### config.mk
export PLATFORM = sky130hd
export DESIGN_NAME = limb_add_seq_flat
export DESIGN_NICKNAME = d
export VERILOG_FILES = /design/src/rtl/limb_add_seq_pkg.sv /design/src/rtl/limb_add_seq_if.sv /design/src/rtl/limb_add_seq_add8_slice.sv /design/src/rtl/limb_add_seq.sv /design/src/flat_wrapper.sv
export SDC_FILE = /design/constraint.sdc
export NUM_CORES = 1
export LEC_CHECK = 0
export CELL_PAD_IN_SITES_DETAIL_PLACEMENT = 0
export CELL_PAD_IN_SITES_GLOBAL_PLACEMENT = 2
export CORE_MARGIN = 10
export CORE_UTILIZATION = 31
export CTS_CLUSTER_DIAMETER = 80
export DETAILED_ROUTE_END_ITERATION = 10
export PLACE_DENSITY = 0.81
export SLEW_MARGIN = 20
export SYNTH_ARGS = -nofsm -noshare
export SYNTH_HDL_FRONTEND = slang
export SYNTH_SLANG_ARGS = --single-unit
### constraint.sdc
create_clock -name clk -period 7.1 [get_ports clk]
set_input_delay 1.42 -clock clk [delete_from_list [all_inputs] [get_ports clk]]
set_output_delay 1.42 -clock clk [all_outputs]
set_load 0.02 [all_outputs]
### src/rtl/limb_add_seq_pkg.sv
// limb_add_seq_pkg: shared limb width, sequencer states and counter sizing
package limb_add_seq_pkg;
    localparam int LIMB_W = 8;
    typedef enum logic [1:0] {IDLE, RUN, DONE} state_t;
    function automatic int cnt_w(input int words);
        return (words > 1) ? $clog2(words) : 1;
    endfunction
endpackage

### src/rtl/limb_add_seq_if.sv
// limb_add_seq_if: request/result handshake bundle for the limb sequencer
interface limb_add_seq_if import limb_add_seq_pkg::*; #(parameter int WORDS = 4) ();
    localparam int W = LIMB_W * WORDS;
    logic         in_valid;
    logic         in_ready;
    logic [W-1:0] a;
    logic [W-1:0] b;
    logic         cin;
    logic         sub;
    logic         out_valid;
    logic         out_ready;
    logic [W-1:0] sum;
    logic         cout;
    logic         ovf;
    modport master (output in_valid, a, b, cin, sub, out_ready,
                    input  in_ready, out_valid, sum, cout, ovf);
    modport slave  (input  in_valid, a, b, cin, sub, out_ready,
                    output in_ready, out_valid, sum, cout, ovf);
endinterface

### src/rtl/limb_add_seq_add8_slice.sv
// add8_slice: one limb-wide adder with carry in and carry out
module add8_slice import limb_add_seq_pkg::*; (
    input  logic [LIMB_W-1:0] x,
    input  logic [LIMB_W-1:0] y,
    input  logic              ci,
    output logic [LIMB_W-1:0] s,
    output logic              co
);
    assign {co, s} = x + y + {{(LIMB_W-1){1'b0}}, ci};
endmodule

### src/rtl/limb_add_seq.sv
// limb_add_seq: multi-limb add/subtract by time-sharing one 8-bit adder slice
module limb_add_seq import limb_add_seq_pkg::*; #(parameter int WORDS = 4) (
    input logic            clk,
    input logic            rst,
    limb_add_seq_if.slave  bus
);
    localparam int W  = LIMB_W * WORDS;
    localparam int CW = cnt_w(WORDS);
    localparam logic [CW-1:0] LAST = CW'(WORDS - 1);
    state_t            state;
    logic [W-1:0]      a_q, b_q, sum_q;
    logic [CW-1:0]     cnt;
    logic              carry, cout_q, ovf_q, in_ready_q, out_valid_q;
    logic [LIMB_W-1:0] s;
    logic              co;
    add8_slice u_slice (
        .x  (a_q[LIMB_W*cnt +: LIMB_W]),
        .y  (b_q[LIMB_W*cnt +: LIMB_W]),
        .ci (carry),
        .s  (s),
        .co (co)
    );
    // Sequencer: latch operands, walk limbs LSB first, hold result until taken
    always_ff @(posedge clk) begin
        if (rst) begin
            state       <= IDLE;
            cnt         <= '0;
            carry       <= 1'b0;
            sum_q       <= '0;
            cout_q      <= 1'b0;
            ovf_q       <= 1'b0;
            out_valid_q <= 1'b0;
            in_ready_q  <= 1'b1;
        end else begin
            case (state)
                IDLE: if (bus.in_valid) begin
                    a_q        <= bus.a;
                    b_q        <= bus.sub ? ~bus.b : bus.b;
                    carry      <= bus.sub | bus.cin;
                    cnt        <= '0;
                    in_ready_q <= 1'b0;
                    state      <= RUN;
                end
                RUN: begin
                    sum_q[LIMB_W*cnt +: LIMB_W] <= s;
                    carry <= co;
                    if (cnt == LAST) begin
                        cout_q      <= co;
                        ovf_q       <= (a_q[W-1] == b_q[W-1]) && (s[LIMB_W-1] != a_q[W-1]);
                        out_valid_q <= 1'b1;
                        state       <= DONE;
                    end else begin
                        cnt <= cnt + 1'b1;
                    end
                end
                DONE: if (bus.out_ready) begin
                    out_valid_q <= 1'b0;
                    in_ready_q  <= 1'b1;
                    state       <= IDLE;
                end
                default: state <= IDLE;
            endcase
        end
    end
    assign bus.in_ready  = in_ready_q;
    assign bus.out_valid = out_valid_q;
    assign bus.sum       = sum_q;
    assign bus.cout      = cout_q;
    assign bus.ovf       = ovf_q;
endmodule

### src/flat_wrapper.sv
// flat-port wrapper written by rule: the top's interface ports become plain ports
module limb_add_seq_flat import limb_add_seq_pkg::*;
#(parameter int WORDS = 4)
  (clk, rst, bus_in_valid, bus_a, bus_b, bus_cin, bus_sub, bus_out_ready, bus_in_ready, bus_out_valid, bus_sum, bus_cout, bus_ovf);
  limb_add_seq_if #(.WORDS(WORDS)) bus_i ();
  input logic clk;
  input logic rst;
  input wire logic [$bits(bus_i.in_valid)-1:0] bus_in_valid;
  input wire logic [$bits(bus_i.a)-1:0] bus_a;
  input wire logic [$bits(bus_i.b)-1:0] bus_b;
  input wire logic [$bits(bus_i.cin)-1:0] bus_cin;
  input wire logic [$bits(bus_i.sub)-1:0] bus_sub;
  input wire logic [$bits(bus_i.out_ready)-1:0] bus_out_ready;
  output wire logic [$bits(bus_i.in_ready)-1:0] bus_in_ready;
  output wire logic [$bits(bus_i.out_valid)-1:0] bus_out_valid;
  output wire logic [$bits(bus_i.sum)-1:0] bus_sum;
  output wire logic [$bits(bus_i.cout)-1:0] bus_cout;
  output wire logic [$bits(bus_i.ovf)-1:0] bus_ovf;
  assign bus_i.in_valid = bus_in_valid;
  assign bus_i.a = bus_a;
  assign bus_i.b = bus_b;
  assign bus_i.cin = bus_cin;
  assign bus_i.sub = bus_sub;
  assign bus_i.out_ready = bus_out_ready;
  assign bus_in_ready = bus_i.in_ready;
  assign bus_out_valid = bus_i.out_valid;
  assign bus_sum = bus_i.sum;
  assign bus_cout = bus_i.cout;
  assign bus_ovf = bus_i.ovf;
  limb_add_seq #(.WORDS(WORDS)) u_core (.clk(clk), .rst(rst), .bus(bus_i));
endmodule
==> results.md <==
- The setup slack of the worst register-to-register path is 3.97 ns.
- The total number of vias is 3005.
- STA classifies the critical path startpoint as a flop.
- The critical path's slowest cell is sky130_fd_sc_hd__mux4_2.
- Dividing the detail-routed via count by the number of cells gives 4.76.
- Relative to the synthesized area, the layout overhead comes to 33.1%.
- The worst hold path begins at u_core.bus.sum[21].
- By instance count, the cell type seen most on the critical path is sky130_fd_sc_hd__fa_1.
- The synthesized netlist occupies a cell area of 4660 um^2.
- Once the clock tree was built, the resizer swapped 0 gates to a different size.
- The tool flagged a number of max-cap violations equal to 0.
- Entering global routing, the biggest net connects 65 pins.
- Row generation in the floorplan step produced 44 rows.
- For this run, the top clock speed supported by timing is 320 MHz.
- Of all cell types, the one taking the most synthesized area is sky130_fd_sc_hd__edfxtp_1.
- In this design, the stage delay of the slowest critical-path cell is 0.59 ns.
- Headroom to the max-slew limit came out at 45.4%.
- The type of the tightest min-delay check is reg -> reg.
- The count of boundary I/O pins is 106.
- After technology mapping, the gate count stands at 338.
- The leakage power of the design is 0.00215 uW.
- After detailed routing, the average wire length per cell comes to 17.0 um.
- Measured in cells, the most critical reg-to-reg path has a length of 10.
- A synthesized cell averages 13.8 um^2.
- After global routing the overflow that remains totals 0.
- Global routing used 10.7% of the available tracks.
- After synthesis, the netlist uses 50 different library cells.
- In the final layout, flip-flops and latches occupy 2740 um^2.
- In this run, synthesis produced a sequential element count of 105.
- The gate family responsible for the most delay along the worst path is compound AO/OA/AOI/OAI gates.
- The worst hold path depth is 2.
- Clock skew on the completed layout was measured at 0.00801 ns.
- Of the available clock period, the critical path in the final layout requires 44.0%.
- After synthesis, the largest area contributor takes up 41.2% of total cell area.
- Clock-pin slew was measured on the worst setup and hold paths at 0.07 ns.
- In this run the clock root is driven by a sky130_fd_sc_hd__clkbuf_16.
- The number of antenna diodes in the final layout is 0.
- The peak ir drop on the vdd network is 0.142 mV.
- At the later pin of the worst-skew pair, clock insertion delay measures 0.35 ns.
- The reg-to-reg startpoint is u_core.cnt[0].
- CTS built an H-tree with a depth of 3.
- Setup repair after global routing left no endpoint under its margin.
- The initial utilization of the core area, before any placement, comes to 31.9%.
- STA classifies the critical path endpoint as a flop.
- The routed wire length is 10700 um.
- The critical path is of the reg -> reg type.
- The worst hold path terminates at u_core.bus.sum[21].
- The routed design could run at a clock period as short as 3.13 ns.
- Cells with a size suffix above 1 make up 11.2% of the layout.
- The endpoint of the worst register-to-register path is u_core.bus.sum[22].
- Detailed placement finished with a half-perimeter wire length of 8250 um.
- The flow ran to the end, and the final reports show no timing, DRC or antenna violations.
- The number of fill cells in the layout is 1348.
- The number of buffers between clock root and the deepest sink is 2.
- The iteration-0 DRC count of the detailed router is 200.
- The first global-routing pass estimated 17000 um of wire.
- The fraction of registers with async set/reset is 0%.
- The net count reported at finish is 527.
- The sequential share of the synthesized area is 58.8%.
- The area taken by multi-input logic gates is 1810 um^2.
- At the pin with the least slew margin, the transition time is 0.819 ns.
- The height of the die is 143 um.
- The die area is 20400 um^2.
- After routing the design area is 6210 um^2.
- The via count of the first global-routing pass is 3172.
- The number of nets with antenna violations after routing is 0.
- The number of buffers and inverters on the critical path is 2.
- After clock tree synthesis, the setup repair step added 0 buffers.
- The final sum of negative setup slack is 0 ns.
- The arrival time of the worst setup path is 3.36 ns.
- The number of enable flip-flop cells after synthesis is 64.
- Ranked by total cell area, the synthesized netlist is headed by sky130_fd_sc_hd__edfxtp_1, sky130_fd_sc_hd__dfxtp_1, sky130_fd_sc_hd__mux4_2, sky130_fd_sc_hd__xor2_1, sky130_fd_sc_hd__a22oi_1.
- The horizontal extent of the die is 143 um.
- TritonCTS built the clock tree.
- For the worst setup path, the data required time is 7.33 ns.
- In the synthesized netlist the dominant register cell turns out to be sky130_fd_sc_hd__edfxtp_1.
- The warning count from the yosys run is 0.
- The number of iterations in the first detailed-routing pass is 4.
- Traced cell by cell, the critical path runs through buf_4 -> mux4_2 -> fa_1 -> inv_1 -> fa_1 -> nor2b_1 -> o311ai_0 -> o311ai_2 -> a22oi_1 -> nor2_1.
- The number of sinks on the clock net is 105.
- For this design the ratio of total power to cell area is 230 nW/um^2.
- The total CTS buffers is 9.
- In this run the worst path has a maximum fanout of 24.
- The area of the placeable core is 14600 um^2.
- The max-slew violation total from the final report is 0.
- The post-synth net total is 423.
- The number of endpoints with negative hold slack in the final report is 0.
- The total of buffers placed on input and output ports is 105.
- The DRC violation count after routing is 0.
- At the end of routability-driven placement, the weighted congestion stood at 0.770.
- The initial antenna violation count is 0.
- The final number of setup-violating endpoints is 0.
- After detailed placement, the total cell area comes to 5900 um^2.
- The hold buffer count at cts is 0.
==> metrics by stage <==
stage	worst slack [ns]	util [%]	total power (uW)	hold slack, ns	std cells
3_3_place_gp	3.79	40.3	924	0.466	615
4_1_cts	3.93	42.4	1450	0.485	631
5_1_grt	3.70	42.4	1490	0.502	631
6_report	3.97	42.4	1430	0.487	631
2_1_floorplan	0.368	-	841	0.551	338
3_5_place_dp	3.77	40.3	929	0.472	615
==> kinds of logic (layout without fill, tap and decap cells) <==
kind of cell               count (synthesis)  after routing  share of synthesized area, %
DFF                                      105            105                          58.8
and+or+nand+nor                           73             73                          8.88
AOI/OAI and AO/OA                         66             66                          10.4
xor gates and xnor gates                  35             35                          6.57
buffers and inverters                     26            135                          2.52
muxes                                     18             18                          8.45
adders and majority gates                 15             15                          4.35
==> registers in the layout, summed over array words and instances, names as in the netlist, 2 cells and up <==
register / flops
u_core.cnt: 2
u_core.state: 2
u_core.b_q: 32
u_core.bus.sum: 32
u_core.a_q: 32
==> routing by layer <==
metal / global-route usage (%) / share of wire, %
met2: 16.2 / 45
met4: 2.23 / 0.58
met1: 13.5 / 44
met5: 0 / 0
met3: 5.51 / 10
==> layout by cell type, fill, tap and decap left out, types with 4 or more instances in the layout <==
master and count:
sky130_fd_sc_hd__edfxtp_1 64, sky130_fd_sc_hd__mux4_2 16, sky130_fd_sc_hd__inv_1 10, sky130_fd_sc_hd__dfxtp_1 40, sky130_fd_sc_hd__o21ai_0 4, sky130_fd_sc_hd__clkbuf_16 9, sky130_fd_sc_hd__a22oi_1 26, sky130_fd_sc_hd__a21oi_1 9
sky130_fd_sc_hd__xor2_1 32, sky130_fd_sc_hd__nor2_1 45, sky130_fd_sc_hd__buf_4 4, sky130_fd_sc_hd__clkdlybuf4s50_1 104, sky130_fd_sc_hd__ha_1 13, sky130_fd_sc_hd__nand3b_1 5, sky130_fd_sc_hd__a32oi_1 4, sky130_fd_sc_hd__nand2b_1 4
==> worst max-delay path by stage <==
stage / from / to / slack [ns] / depth (start not counted)
after floorplan: rst / u_core.a_q[0] / 0.37 / 3
after global routing: u_core.cnt[0] / u_core.bus.sum[30] / 3.70 / 10
after global placement: rst / u_core.a_q[0] / 3.79 / 4
final: u_core.cnt[0] / u_core.bus.sum[22] / 3.97 / 10
after CTS: u_core.cnt[0] / u_core.bus.sum[22] / 3.93 / 10
after detailed placement: rst / u_core.a_q[24] / 3.77 / 4
==> worst reg2reg max path, cell delays in order, from the launching register on <==
cell                       delay, ns
sky130_fd_sc_hd__dfxtp_2        0.31
sky130_fd_sc_hd__buf_4          0.40
sky130_fd_sc_hd__mux4_2         0.60
sky130_fd_sc_hd__fa_1           0.48
sky130_fd_sc_hd__inv_1          0.09
sky130_fd_sc_hd__fa_1           0.20
sky130_fd_sc_hd__nor2b_1        0.07
sky130_fd_sc_hd__o311ai_0       0.38
sky130_fd_sc_hd__o311ai_2       0.23
sky130_fd_sc_hd__a22oi_1        0.20
sky130_fd_sc_hd__nor2_1         0.05
==> synth_stat cells (2+ instances only) <==
master,number
sky130_fd_sc_hd__nor4b_4,2
sky130_fd_sc_hd__a22oi_1,26
sky130_fd_sc_hd__xor2_1,32
sky130_fd_sc_hd__inv_1,10
sky130_fd_sc_hd__a21o_1,3
sky130_fd_sc_hd__buf_2,7
sky130_fd_sc_hd__a211oi_1,3
sky130_fd_sc_hd__mux4_2,16
sky130_fd_sc_hd__nor2b_1,3
sky130_fd_sc_hd__nand2_4,2
sky130_fd_sc_hd__nor2_1,45
sky130_fd_sc_hd__ha_1,13
sky130_fd_sc_hd__dfxtp_1,41
sky130_fd_sc_hd__o21a_1,3
sky130_fd_sc_hd__nand2b_1,4
sky130_fd_sc_hd__clkbuf_1,7
sky130_fd_sc_hd__nor3_1,2
sky130_fd_sc_hd__a32oi_1,4
sky130_fd_sc_hd__nand3b_1,5
sky130_fd_sc_hd__o21ai_0,4
sky130_fd_sc_hd__nand2_2,2
sky130_fd_sc_hd__a21oi_1,9
sky130_fd_sc_hd__edfxtp_1,64
sky130_fd_sc_hd__xnor2_1,3
sky130_fd_sc_hd__fa_1,2
sky130_fd_sc_hd__o21bai_1,2
==> area by class of cell <==
| cell class | count | share of cell area (%) |
|---|---|---|
| repair buffers | 109 | 17.3 |
| multi-input cells | 207 | 29.1 |
| well taps | 184 | 3.71 |
| inverters | 10 | 0.604 |
| clock inverters | 6 | 1.35 |
| flip-flops and latches | 105 | 44.2 |
| clock buffers | 10 | 3.69 |
==> report_power, final <==
part | internal (uW) | switching [uW]
registers | 676 | 9.25
logic | 108 | 119
clock network | 283 | 232
Note: power is estimated with default switching activity, not from simulation.
